**src/rtl/parity_serializer.sv**
```systemverilog
// Serial parity link transmitter: shifts a WIDTH-bit word out LSB-first,
// then appends one parity bit (even when ODD=0, odd when ODD=1).
module parity_serializer #(
  parameter int unsigned WIDTH = 3,
  parameter bit          ODD   = 1'b0
) (
  input  logic             clk,
  input  logic             reset,
  input  logic [WIDTH-1:0] data_in,
  input  logic             load,
  output logic             ready,
  output logic             ser_out,
  output logic             ser_valid,
  output logic             par_flag,
  output logic             done
);

  localparam int unsigned CW = $clog2(WIDTH) + 1;

  typedef enum logic [1:0] {IDLE, SHIFT, PARITY} state_t;

  state_t            state;
  logic [WIDTH-1:0]  shift_reg;
  logic [CW-1:0]     cnt;
  logic              par;

  // ser_out is loaded one edge ahead with the bit about to be presented, so
  // every output is a plain flop and nothing is decoded from the inputs.
  always_ff @(posedge clk or negedge reset) begin
    if (!reset) begin
      state     <= IDLE;
      shift_reg <= '0;
      cnt       <= '0;
      par       <= 1'b0;
      ser_out   <= 1'b0;
      ser_valid <= 1'b0;
      par_flag  <= 1'b0;
      done      <= 1'b0;
      ready     <= 1'b1;
    end else begin
      done <= 1'b0;
      case (state)
        IDLE: begin
          if (load) begin
            shift_reg <= data_in;
            par       <= (^data_in) ^ ODD;
            cnt       <= '0;
            ser_out   <= data_in[0];
            ser_valid <= 1'b1;
            ready     <= 1'b0;
            state     <= SHIFT;
          end
        end
        SHIFT: begin
          shift_reg <= shift_reg >> 1;
          if (cnt == CW'(WIDTH - 1)) begin
            ser_out  <= par;
            par_flag <= 1'b1;
            state    <= PARITY;
          end else begin
            cnt     <= cnt + 1'b1;
            ser_out <= shift_reg[1];
          end
        end
        PARITY: begin
          ser_out   <= 1'b0;
          ser_valid <= 1'b0;
          par_flag  <= 1'b0;
          ready     <= 1'b1;
          done      <= 1'b1;
          state     <= IDLE;
        end
        default: begin
          ser_out   <= 1'b0;
          ser_valid <= 1'b0;
          par_flag  <= 1'b0;
          ready     <= 1'b1;
          state     <= IDLE;
        end
      endcase
    end
  end

endmodule

```
**config.mk**
```make
export PLATFORM = sky130hd
export DESIGN_NAME = parity_serializer
export DESIGN_NICKNAME = d
export VERILOG_FILES = /design/src/rtl/parity_serializer.sv
export SDC_FILE = /design/constraint.sdc
export NUM_CORES = 1
export LEC_CHECK = 0
export BUFFER_PORTS_ARGS = -buffer_cell sky130_fd_sc_hd__buf_2
export CAP_MARGIN = 10
export CORE_MARGIN = 2
export CORE_UTILIZATION = 30
export DETAILED_ROUTE_END_ITERATION = 12
export PLACE_DENSITY = 0.55
export SYNTH_ARGS = -nofsm -noshare
export SYNTH_HDL_FRONTEND = slang
export SYNTH_SLANG_ARGS = --single-unit
```
**constraint.sdc**
```tcl
create_clock -name clk -period 1.6 [get_ports clk]
set_clock_uncertainty 0.05 [all_clocks]
set_input_delay 0.16 -clock clk [delete_from_list [all_inputs] [get_ports clk]]
set_output_delay 0.16 -clock clk [all_outputs]
set_load 0.05 [all_outputs]
```
# Word level (Yosys, flattened, before mapping)
# Cells that the tools add are included.
# totals
reg_bits,14
latch_bits,0
mem_bits_ro,0
ramBits,0
n_memories,0
in_bits,6
# classes
n_lt_le_gt_ge,0
add_sub_neg,1
div_mod_pow,0
bitwise_logic,2
n_mux,18
mul,0
n_reduce_logical,9
eq_ne,6
n_shift,0
# op_table
op,count
one-hot mux 3 bit (2 select lines),2
AND reduction 2 bit,5
2-to-1 mux 3 bit,3
one-hot mux 1 bit (2 select lines),4
2-to-1 mux 1 bit,6
"!= test 2 bit, second input constant",3
2-to-1 mux 2 bit,2
one-hot mux 2 bit (2 select lines),1
"adder 3 x 1 -> 3 bit, second input constant",1
"== test 3 x 2 -> 1 bit, second input constant",1
AND reduction 3 bit,1
XOR reduction 3 bit,1
"== test 2 x 1 -> 1 bit, second input constant",1
"== test 2 bit, second input constant",1
zero test 2 bit,1
inverter 1 bit,2
nonzero test 2 bit,1

# Depth between registers and ports, before layout
# Gate-level depths: netlist (run 1).
# depth
word_depth,3
ltp_mapped,6
mapped_depth_nobuf,5

# Least setup slack after synthesis (run 1)
# Ideal clock, no wire load.
# synth_timing
kind,reg-to-reg
startpoint,register cnt[0]
endpoint,register ser_out
arrival_ns,1.115
setup_time_ns,0.123
stages_incl_launch_ff,7
required_time_ns,1.427
slack_ns,0.311
path_buffers,1
cell_sequence,dfrtp_1 -> inv_1 -> ha_1 -> nor2b_1 -> buf_4 -> mux2i_1 -> a21oi_1
# synth_via
elab_chain_cells,3
# synth_rtl
element,line_no,source
"start, declared",24,logic [CW-1:0] cnt;
"start signal, assigned",61,cnt <= cnt + 1'b1;
== test 3 x 2 -> 1 bit,56,if (cnt == CW'(WIDTH - 1)) begin
2-to-1 mux 1 bit,56,
one-hot mux 1 bit (2 select lines),42,case (state)
"end signal, assigned",48,ser_out <= data_in[0];
"end signal, assigned",57,ser_out <= par;
"end signal, assigned",62,ser_out <= shift_reg[1];
"end, declared",12,"output logic ser_out,"
# No other way between the ends.
# A chain may end at the register's enable or synchronous reset.

# Worst setup path after layout (run 1)
# layout_timing
startpoint,register cnt[0]
endpoint,register cnt[0]
# layout_via
elab_chain_cells,3
elab_cells_between_ends,6
cone_classes,1 x add/sub; 2 x eq/ne; 2 x mux; 1 x reduce/logical
# layout_rtl
element,line_no
adder 3 x 1 -> 3 bit / == test 3 x 2 -> 1 bit (equally long branches),"61, 56"
2-to-1 mux 3 bit / != test 2 bit (equally long branches),-
one-hot mux 3 bit (2 select lines) / AND reduction 3 bit (equally long branches),-
# Parallel ways exist; a longest one is shown, timed or not. The select of a mux whose other input is x is not followed.

==> impl_metrics.csv, run 1 <==
group,metric,value,unit
critical_path,cp-start-kind,"register",
critical_path,crit_fanout,6,
final_layout,area_growth,16.3,%
yosys,synth_top_area_share,46.5,%
routing,num_vias,442,
power_and_ir_drop,p_leak,0.346,nW
yosys,yosysMostFrequentCell,"dfrtp_1",
global_route,grt_pass1_vias,452,
yosys,synth.avg_cell_area,10.8,um^2
yosys,synth_seq_cells,13,
yosys,synth-main-ff-cell,"dfrtp_1",
floorplanning,die_area,0.00254,mm^2
floorplanning,die_height,50.4,um
global_route,grt_pass1_wl,1.95,mm
sta,period_needed,1.38,ns
sta,finalSetupViolations,0,
routing,via_per_inst,4.38,
floorplanning,core_area,0.00200,mm^2
critical_path,worst-setup-path-type,"register to register",
power_and_ir_drop,power-per-cell-area,2050,mW/mm^2
sta,rsz0062_at_grt,"no",
clock_network,clk_pin_slew,0.08,ns
final_layout,antennaDiodeCount,0,
clock_network,clk_latency,0.27,ns
floorplanning,start_util,32.2,%
yosys,synth_area_leader_cell,"dfrtp_1",
sta,slew_violations,0,
yosys,yosysWarnings,0,
sta,max_freq,722,MHz
clock_network,clock-sinks,13,
yosys,seq_area_frac_synth,50.6,%
global_route,antenna_found_initial,0,
floorplanning,dieWidth,50.4,um
sta,hold_slack,0.185,ns
critical_path,critical_path_required,1.71,ns
clock_network,cts_tree,"yes",
placed_design,place_congestion,0.672,
power_and_ir_drop,p_total,0.00154,W
routing,routed_wirelength,1.14,mm
yosys,syn-num-nets,68,
yosys,async_flop_share,100,%
final_layout,largest_reg_flops,3,
floorplanning,io_pins,11,
global_route,grt_max_degree,14,
routing,wire_per_inst,11.3,um
placed_design,hpwlAfterDp,862,um
yosys,ys_types,25,
sta,tightest_slew,0.388,ns
routing,ant_nets,0,
power_and_ir_drop,peakVddDrop,0.831,mV
routing,dr.pass1.iters,3,
clock_network,root_buffer,"clkbuf_4",
clock_network,postCtsResizedCells,0,
hold_path,worst_hold_path_type,"input pin to register",
final_layout,drive_gt1_share,32.4,%
sta,period_share,86.6,%
yosys,synth_common_cells,"12 x dfrtp_1, 6 x nor2_1, 5 x nand2_1, 5 x o21ai_0, 4 x a21oi_1",
critical_path,worst_ep_arrival_time,1.49,ns
sta,finalSetupTns,0,ns
sta,max_slew_margin,74.1,%
routing,drc,0,
placed_design,portBuffers,10,
yosys,synth_area,646,um^2
global_route,overflow,0,
critical_path,endpoint_kind,"register",
status,status,"completed",
global_route,grtUsageTotal,10.6,%
run,cap_violations,0,
clock_network,cts_buffers,3,
floorplanning,placementRows,16,
final_layout,nets,83,
yosys,syn-instance-count,60,
yosys,synth_area_leaders,"dfrtp_1 47%, mux2i_1 4.7%, dfstp_2 4.1%",
routing,initialDrtViolationCount,8,
yosys,synth_edf_count,0,
sta,final-hold-violation-count,0,
clock_network,htreeDepth,1,
clock_network,clk_path_buf_depth,2,
final cells by class:
cell class / instances / area, um^2
fill: 206 / 1250
sequential: 13 / 327
multi-input combinational: 40 / 272
timing repair buffer: 13 / 75.1
tap: 27 / 33.8
clock buffer: 4 / 26.3
inverter: 4 / 17.5
critical path, stage by stage, from the launching register on:
cell	delay, ns
dfrtp_1	0.42
inv_1	0.07
ha_1	0.16
nor2b_1	0.14
buf_4	0.15
mux2i_1	0.18
o21ai_0	0.09
routing by layer:
metal / share of wire, % / global-route usage [%] / up-vias / wire, um
met5: 0 / 0 / - / 0
met4: 0 / 2.70 / 0 / 0
met3: 5.4 / 5.36 / 0 / 62
li1: - / - / 231 / -
met2: 47 / 16.9 / 10 / 540
met1: 47 / 12.8 / 201 / 537
logic make-up after synthesis:
logic type	Yosys count	share of synthesized area, %
adder cells (fa/ha/maj)	2	3.88
XOR/XNOR	2	2.71
multiplexers	5	8.72
flip-flops	13	50.6
AO/OA/AOI/OAI	14	12.2
AND/OR/NAND/NOR	17	14.5
buffers and inverters	7	7.37
report_power, final:
group | internal [W] | leakage, nW | switching [W]
Sequential | 0.000482 | 0.160 | 0.000127
Combinational | 0.000283 | 0.171 | 0.000444
Clock | 0.0000967 | 0.0150 | 0.000104
final timing paths:
path / from / to / slack, ns / depth (start not counted)
max: cnt[0] / cnt[0] / 0.22 / 6
min: data_in[2] / shift_reg[2] / 0.18 / 3
max reg2reg: cnt[0] / cnt[0] / 0.22 / 6
min reg2reg: ser_valid / ser_valid / 0.43 / 1
max in group asynchronous: reset / ready / 0.98 / 2
min in group asynchronous: reset / cnt[2] / 0.24 / 2
per-stage QoR:
stage | std cells | cell area, um^2 | utilization [%] | worst slack [ns]
2_1_floorplan | 60 | 646 | - | 0.311
3_3_place_gp | 96 | 714 | 35.7 | 0.237
3_5_place_dp | 96 | 714 | 35.7 | 0.205
4_1_cts | 101 | 751 | 37.5 | 0.195
5_1_grt | 101 | 751 | 37.5 | 0.0908
6_report | 101 | 751 | 37.5 | 0.215
timing repair:
item | in CTS | in global routing
buffers inserted | 0 | 0
endpoints found under the hold margin | 13 | 0
hold buffers | 1 | 0
placed cells by master, fill, tap and decap left out, types with 2 or more instances in the layout:
| cell | netlist | routed |
|---|---|---|
| xnor2_1 | 2 | 2 |
| o21ai_0 | 5 | 5 |
| ha_1 | 2 | 2 |
| nand2_1 | 5 | 5 |
| a21oi_1 | 4 | 4 |
| mux2i_1 | 3 | 3 |
| inv_1 | 2 | 2 |
| buf_4 | 1 | 2 |
| buf_2 | 0 | 10 |
| dfrtp_1 | 12 | 12 |
| a31oi_1 | 2 | 2 |
| nor2b_1 | 2 | 2 |
| clkbuf_4 | 0 | 3 |
| nor2_1 | 6 | 6 |
(Power assumes the default switching activity.)
==> run 2: changes to the inputs <==
- MAX_ROUTING_LAYER: not set -> met4
- PLACE_DENSITY: 0.55 -> 0.56
==> run 2 against run 1 <==
- cell count fell by 0.99%
- fmax decreased by 0.45%
- first-iteration DRC count increased by 63%
- utilization shrank 0.37 points
- critical path type unchanged
- total power shrank 1.4%
- wire length shrank 1.7%
- final area fell by 1.0%
- non-clock buffer count fell by 1
- via count is 1.4% lower
- largest power group unchanged
- critical path depth stayed put
==> impl_metrics.csv, run 2 (synthesis gave the netlist of run 1 again) <==
group,metric,value,unit
placed_design,hpwlAfterDp,819,um
final_layout,final_common_cell,"dfrtp_1",
critical_path,rr_worst_depth,6,
power_and_ir_drop,power-per-cell-area,2040,mW/mm^2
clock_network,clock-sinks,13,
hold_path,worstHoldStart,"data_in[1]",
clock_network,htreeDepth,1,
hold_path,worst_hold_path_type,"input pin to register",
sta,slew_violations,0,
clock_network,clk_latency,0.27,ns
final_layout,area_growth,15.1,%
hold_path,min_to,"shift_reg[1]",
routing,ant_nets,0,
critical_path,cp-start-kind,"register",
global_route,overflow,0,
status,status,"completed",
critical_path,reg2reg_setup_slack,0.21,ns
global_route,grtUsageTotal,10.9,%
clock_network,root_buffer,"clkbuf_4",
floorplanning,die_area,0.00254,mm^2
final_layout,drive_gt1_share,31.5,%
final_layout,final_util,37.1,%
routing,via_per_inst,4.36,
floorplanning,die_height,50.4,um
global_route,grt_pass1_wl,2.01,mm
final_layout,largest_reg_flops,3,
sta,period_share,86.9,%
global_route,antenna_found_initial,0,
floorplanning,placementRows,16,
placed_design,place_inst,95,
final_layout,nets,82,
clock_network,clk_pin_slew,0.08,ns
critical_path,crit_fanout,6,
final_layout,nFillCells,217,
critical_path,r2r_start,"cnt[0]",
clock_network,cts_tree,"yes",
routing,routed_wirelength,1.12,mm
power_and_ir_drop,peakVddDrop,0.851,mV
global_route,grt_pass1_vias,447,
clock_network,clk_path_buf_depth,2,
routing,wire_per_inst,11.2,um
power_and_ir_drop,p_leak,0.342,nW
critical_path,endpoint_kind,"register",
routing,drc,0,
sta,rsz0062_at_grt,"no",
sta,max_freq,719,MHz
placed_design,place_congestion,0.727,
clock_network,cts_buffers,3,
routing,num_vias,436,
routing,initialDrtViolationCount,13,
sta,finalSetupViolations,0,
hold_path,hold_path_depth,3,
routing,dr.pass1.iters,4,
final_layout,final_cell_mix,"12 x dfrtp_1, 10 x buf_2, 6 x nor2_1",
critical_path,rr_endpoint,"ser_out",
run,cap_violations,0,
final_layout,antennaDiodeCount,0,
sta,max_slew_margin,72.5,%
sta,final-hold-violation-count,0,
placed_design,portBuffers,10,
critical_path,worst-setup-path-type,"register to register",
sta,period_needed,1.39,ns
sta,tightest_slew,0.411,ns
global_route,grt_max_degree,14,
floorplanning,io_pins,11,
critical_path,critical_path_required,1.70,ns
floorplanning,dieWidth,50.4,um
floorplanning,start_util,32.2,%
critical_path,worst_ep_arrival_time,1.49,ns
final_layout,fin_cells,100,
sta,finalSetupTns,0,ns
clock_network,cts_setup_buffers,0,
floorplanning,core_area,0.00200,mm^2
==> run 2: cell types whose count changed in the layout (fill, tap and decap cells not counted) <==
cell / previous run / this run
buf_4: 2 / 1
==> run 2: worst max path at each step <==
stage,start,endpoint,cells past startpoint
2_1_floorplan,cnt[0],ser_out,6
5_1_grt,cnt[0],ser_out,6
3_5_place_dp,cnt[0],ser_out,6
6_report,cnt[0],ser_out,6
3_3_place_gp,cnt[0],ser_out,6
4_1_cts,cnt[0],ser_out,6
==> run 2: what timing repair did <==
| action | CTS | global route |
|---|---|---|
| hold buffers | 1 | 0 |
| endpoints found under the hold margin | 13 | 0 |
| setup endpoints to repair | 0 | 0 |
| gates resized for setup | 0 | 0 |
==> run 2: worst max-delay path: stages (launching register included) <==
cell,delay [ns]
dfrtp_1,0.42
inv_1,0.07
ha_1,0.16
nor2b_1,0.13
buf_4,0.15
mux2i_1,0.20
a21oi_1,0.08
==> run 2: per-layer routing <==
metal | vias to the layer above | wire [um] | track usage [%]
li1 | 225 | - | -
met1 | 201 | 588 | 15.0
met2 | 10 | 467 | 14.9
met3 | 0 | 64 | 5.36
met4 | 0 | 0 | 1.35
met5 | - | 0 | -
==> run 2: final cells by class <==
class | instances | area [um^2] | share of cell area (%)
sequential | 13 | 327 | 43.9
multi-input combinational | 40 | 272 | 36.5
clock buffer | 4 | 26.3 | 3.54
tap | 27 | 33.8 | 4.55
inverter | 4 | 17.5 | 2.36
timing repair buffer | 12 | 67.6 | 9.09
==> run 2: power by group <==
part / switching [W] / internal [W] / leakage (nW)
Combinational: 0.000429 / 0.000269 / 0.167
Sequential: 0.000140 / 0.000482 / 0.160
Clock: 0.0000995 / 0.0000965 / 0.0150
Total: 0.000668 / 0.000847 / 0.342
==> run 2: stage by stage <==
step	hold slack, ns	cell area, um^2	worst slack [ns]	total power (W)
detailed placement	0.0207	707	0.224	0.00133
finish	0.189	743	0.209	0.00152
floorplan	-0.186	646	0.311	0.00121
global placement	0.0171	707	0.234	0.00132
CTS	0.176	743	0.207	0.00154
global route	0.198	743	0.108	0.00164
